## src/rtl/count4_arb.sv

```systemverilog
// Two-requester round-robin arbiter that sequences clear/count runs on a shared
// 4-bit up-counter, with a sticky watchdog for counters that never reach length.
module count4_arb (
  input  logic       clk,
  input  logic       reset,
  input  logic [1:0] req,
  input  logic [3:0] len0,
  input  logic [3:0] len1,
  input  logic [3:0] cnt_q,
  output logic       cnt_clr,
  output logic       cnt_en,
  output logic [1:0] gnt,
  output logic [1:0] done,
  output logic       busy,
  output logic       err
);

  localparam logic [1:0] S_IDLE  = 2'd0;
  localparam logic [1:0] S_CLEAR = 2'd1;
  localparam logic [1:0] S_RUN   = 2'd2;
  localparam logic [1:0] S_DONE  = 2'd3;

  localparam logic [4:0] WD_LIMIT = 5'd18;

  logic [1:0] r_state;
  logic [1:0] w_next;
  logic       r_owner;
  logic       r_last;
  logic [3:0] r_len;
  logic [4:0] r_wd;
  logic [1:0] r_gnt;
  logic [1:0] r_done;
  logic       r_busy;
  logic       r_err;

  logic       w_pick;
  logic       w_own_req;
  logic       w_at_len;
  logic       w_wd_hit;

  function automatic logic [1:0] f_onehot(input logic sel);
    return sel ? 2'b10 : 2'b01;
  endfunction

  assign w_own_req = r_owner ? req[1] : req[0];
  assign w_at_len  = (cnt_q == r_len);
  // Last RUN cycle before the watchdog count reaches its limit.
  assign w_wd_hit  = (r_wd == (WD_LIMIT - 5'd1));

  // With both requesting, the one not served last wins.
  always_comb begin
    w_pick = 1'b0;
    if (req == 2'b11) begin
      w_pick = ~r_last;
    end else if (req == 2'b10) begin
      w_pick = 1'b1;
    end
  end

  // Abort has priority over completion, completion over the watchdog.
  always_comb begin
    w_next = r_state;
    case (r_state)
      S_IDLE:  if (req != 2'b00) w_next = S_CLEAR;
      S_CLEAR: w_next = w_own_req ? S_RUN : S_IDLE;
      S_RUN: begin
        if (!w_own_req) begin
          w_next = S_IDLE;
        end else if (w_at_len) begin
          w_next = S_DONE;
        end else if (w_wd_hit) begin
          w_next = S_IDLE;
        end
      end
      S_DONE:  w_next = S_IDLE;
      default: w_next = S_IDLE;
    endcase
  end

  assign cnt_clr = (r_state == S_CLEAR);
  assign cnt_en  = (r_state == S_RUN) && w_own_req && !w_at_len;
  assign gnt     = r_gnt;
  assign done    = r_done;
  assign busy    = r_busy;
  assign err     = r_err;

  always_ff @(posedge clk) begin
    if (!reset) begin
      r_state <= S_IDLE;
      r_owner <= 1'b0;
      r_last  <= 1'b1;
      r_len   <= 4'd0;
      r_wd    <= 5'd0;
      r_gnt   <= 2'b00;
      r_done  <= 2'b00;
      r_busy  <= 1'b0;
      r_err   <= 1'b0;
    end else begin
      r_state <= w_next;
      r_busy  <= (w_next != S_IDLE);
      r_done  <= 2'b00;
      case (r_state)
        S_IDLE: begin
          if (req != 2'b00) begin
            r_owner <= w_pick;
            r_len   <= w_pick ? len1 : len0;
            r_gnt   <= f_onehot(w_pick);
          end
        end
        S_CLEAR: begin
          r_wd <= 5'd0;
          if (!w_own_req) begin
            r_gnt  <= 2'b00;
            r_last <= r_owner;
          end
        end
        S_RUN: begin
          r_wd <= r_wd + 5'd1;
          if (w_next != S_RUN) begin
            r_gnt  <= 2'b00;
            r_last <= r_owner;
          end
          if (w_next == S_DONE) begin
            r_done <= f_onehot(r_owner);
          end
          if (w_own_req && !w_at_len && w_wd_hit) begin
            r_err <= 1'b1;
          end
        end
        default: begin
        end
      endcase
    end
  end

endmodule
```

## config.mk

```make
export PLATFORM = sky130hd
export DESIGN_NAME = count4_arb
export DESIGN_NICKNAME = d
export VERILOG_FILES = /design/src/rtl/count4_arb.sv
export SDC_FILE = /design/constraint.sdc
export NUM_CORES = 1
export LEC_CHECK = 0
export CELL_PAD_IN_SITES_DETAIL_PLACEMENT = 1
export CELL_PAD_IN_SITES_GLOBAL_PLACEMENT = 1
export CORE_ASPECT_RATIO = 1.2
export CORE_MARGIN = 5
export CORE_UTILIZATION = 38
export DETAILED_ROUTE_END_ITERATION = 10
export GPL_ROUTABILITY_DRIVEN = 0
export MAX_ROUTING_LAYER = met4
export PLACE_DENSITY = 0.93
export SETUP_SLACK_MARGIN = 0.2
export SLEW_MARGIN = 20
export SYNTH_ARGS = -nofsm -noshare
export SYNTH_HDL_FRONTEND = slang
export SYNTH_SLANG_ARGS = --single-unit
```

## constraint.sdc

```tcl
create_clock -name clk -period 3.2 [get_ports clk]
set_clock_uncertainty 0.15 [all_clocks]
set_input_delay 0.8 -clock clk [delete_from_list [all_inputs] [get_ports clk]]
set_output_delay 0.8 -clock clk [all_outputs]
set_load 0.02 [all_outputs]
```

==> summary.md <==
Timing would allow up to 340 MHz. Adder and majority gate portion of the synthesized area: 0.0751. The type of the worst setup path is in2out. The root buffer cell chosen for the clock tree is sky130_fd_sc_hd__clkbuf_4. The xor-xnor portion of the synthesized cell area came out at 0.0613. The number of DRC markers after the initial detailed-route iteration is 21. In this run the power density over the cells is 495 nW/um2. Compound-cell area share of the yosys netlist: 0.160. For the initial antenna violation count, the log shows 0.

The post-route minimum period is 2940 ps. The static leakage power was 0.541 nW; the die boundary height was 66.2 um. The repair_antennas step left the layout with diodes totalling 0.

Global routing finished with a remaining overflow of 0. Before antenna repair, the detailed router went through 3 iterations. The maximum single-stage delay on the critical path came out at 450 ps.

The worst hold path begins at gnt[0]. Walking the worst path, the cells encountered are clkdlybuf4s50_1, mux2_4, nand2_4, and2b_2, buf_2. OpenSTA, run right after detailed placement, puts the worst setup slack at -156 ps. In this run the worst path has a maximum fanout of 2. The transition time at the pin with the least slew margin is 643 ps, and the average wire length per cell after detail routing is 16.4 um. The tools report the number of rows in the core area as 20. By area, the combinational part of the netlist is dominated by simple AND/OR/NAND/NOR gates. The total vias in the final route is 923. The path class of the tightest hold or removal check is reg2reg. The clock sink count came out at 19.

The clock passes through at most 2 buffers. The detail route stage leaves a number of antenna-violating nets equal to 0. In this run, CTS created clock tree buffers numbering 3. The logs give 0.396 for the starting density of the core and 0.380 for the sequential element share of the synthesized area.

The later pin in the worst-skew pair is clocked with a latency of 320 ps. In this run, post-CTS hold repair placed 0 buffers. The number of endpoints with negative hold slack in the final report is 0. Of all cell types, the one taking the most synthesized area is sky130_fd_sc_hd__dfxtp_1. The logs give 113 for the number of standard cells after synthesis and 302 for the final-layout fill cell count. TritonCTS built the clock tree. Setup violations remaining at the end of the flow were counted as 0. At the end of the flow, the number of nets in the layout was 166. Relative to the synthesized area, the layout overhead comes to 34.3%. In the layout the commonest cells are sky130_fd_sc_hd__nor2_1 (20), sky130_fd_sc_hd__dfxtp_1 (19), sky130_fd_sc_hd__clkdlybuf4s50_1 (19), sky130_fd_sc_hd__nand2_1 (10). For the maximum vdd drop, the log shows 0.000212 V. The area share of the largest cell type after synthesis is 0.380, and the final worst-path setup slack is 255 ps. For the worst setup path, the data required time is 2250 ps. The basic-gate share of the synthesized area counting and, or, nand and nor cells came out at 0.204. The run gives 979 as the via count of the first global-routing pass. In this run the tool buffered the top-level ports with 23 buffer cells. After detailed routing, the number of vias per cell comes to 5.24. Setup repair after global routing left no endpoint under its margin. The utilization of the core after routing is 0.531, and the multiplexer share of the synthesized area is 0.0851. Number of nets in the synthesized netlist: 135.

For this run, the number of Yosys warnings is 0. Die footprint: 3760 um2. The multi-input gate area in the final layout was 601 um2; the final HPWL from detailed placement was 2280 um. The slowest cell on the critical path is sky130_fd_sc_hd__clkdlybuf4s50_1. The run gives 0.167 as the global-route total usage across every layer. For the number of max-cap violations, the log shows 0.

The floorplan die width is 56.8 um. The average cell area after synthesis was 8.85 um2. After clock tree synthesis, the clock-pin slew on the worst setup and hold paths is 110 ps. Entering global routing, the biggest net connects 14 pins. The routed design has 2880 um of wire.

The region available for standard cell placement spans 2530 um2. The library cell used most frequently in the layout, excluding fill and tap cells, is sky130_fd_sc_hd__nor2_1. The final period utilization is 0.920. Across the whole layout, storage elements account for 380 um2. The boundary pin count is 24. Beginning of the worst register-to-register path: r_state[0]. The post-synthesis sequential element count was 19; the proportion of layout cells with a drive suffix above 1 was 0.119.

The critical path startpoint was req[0]. For the maximum level of the CTS H-tree, the log shows 1. The number of DRC violations after detailed routing is 0.

After synthesis, the cell types taking the most area are sky130_fd_sc_hd__dfxtp_1 (38%), sky130_fd_sc_hd__ha_1 (7.5%), sky130_fd_sc_hd__nor2_1 (7.5%), sky130_fd_sc_hd__mux2i_1 (7.0%), sky130_fd_sc_hd__a211oi_1 (3.8%). The count of unique library cells instantiated by Yosys was 32. STA classifies the critical path endpoint as an output port. The wire length of the first global-routing pass is 4620 um, and the worst slew margin relative to its limit is 0.566. The mapped netlist covers 1000 um2. The max-slew violation count came out at 0.

The flow ran to the end, and the final reports show no timing, DRC or antenna violations. Data arrival time of the critical path: 1990 ps. Category of the worst setup path launch point: a primary input.
[report_power, final]
group | switching, mW | leakage, nW | internal [mW]
Clock | 0.0808 | 0.0177 | 0.0469
Sequential | 0.0245 | 0.156 | 0.264
Combinational | 0.136 | 0.367 | 0.112
Total | 0.241 | 0.541 | 0.423
[metal layers]
layer	part of all wire	GRT usage	routed length [um]
met1	0.40	0.170	1160
met4	0.024	0.0957	70
met3	0.024	0.0137	69
met2	0.55	0.311	1580
met5	0	-	0
[stage by stage]
step | power, mW | setup TNS, ps | hold slack, ps | area (um2) | std cells
2_1_floorplan | 0.439 | 0 | 321 | 1000 | 113
3_3_place_gp | 0.518 | -90.5 | 303 | 1300 | 172
3_5_place_dp | 0.535 | -156 | 304 | 1300 | 172
4_1_cts | 0.665 | 0 | 331 | 1320 | 176
5_1_grt | 0.704 | 0 | 377 | 1340 | 176
6_report | 0.664 | 0 | 325 | 1340 | 176
[logic make-up (layout without fill, tap and decap cells)]
family                   after synthesis  in the layout
flip-flops                            19             19
adder cells (fa/ha/maj)                6              6
AND/OR/NAND/NOR                       43             43
XOR/XNOR                               7              7
AO/OA/AOI/OAI                         21             21
buffers and inverters                  9             39
multiplexers                           8              8
[critical path, delay by kind of cell]
| family | cells | cell delay [ps] |
|---|---|---|
| and+or+nand+nor | 2 | 280 |
| muxes | 1 | 310 |
| buffers and inverters | 2 | 600 |
[sequential cells by signal, indices dropped and copies added, names as in the netlist]
name and count:
r_state 2, r_last 1, err 1, r_wd 5, done 2, r_owner 1
busy 1, gnt 2, r_len 4
[final cells by class]
| cell class | instances | area share |
|---|---|---|
| multi-input combinational | 85 | 0.447 |
| clock buffer | 3 | 0.0168 |
| tap | 33 | 0.0308 |
| sequential | 19 | 0.283 |
| clock inverter | 1 | 0.00373 |
| timing repair buffer | 28 | 0.199 |
| inverter | 7 | 0.0196 |
[Yosys cell counts (all sizes together)]
library cell  count
a211oi            5
dfxtp            19
nand4             4
or3               1
nor3b             1
o211ai            1
a41oi             2
nand3             1
nor3              2
xor2              3
o2111ai           1
mux2              1
nor2b             1
a21boi            2
nor2             20
inv               7
mux2i             7
a21oi             4
nand2            11
o21bai            1
xnor2             4
o21ai             2
nand4bb           1
o21a              1
ha                6
o41ai             1
and2b             1
clkbuf            2
a211o             1
[final timing paths]
path / endpoint / slack [ps] / cells after the start
setup reg to reg: r_last / 1030 / 7
setup / recovery: cnt_en / 260 / 5
hold / removal: gnt[0] / 320 / 2
hold reg to reg: gnt[0] / 320 / 2
[repair_timing]
action	in CTS	in global routing
buffers inserted	0	0
pin swaps	1	1
resized for setup	5	4
endpoints found under the setup margin	1	1
Note: power is estimated with default switching activity, not from simulation.
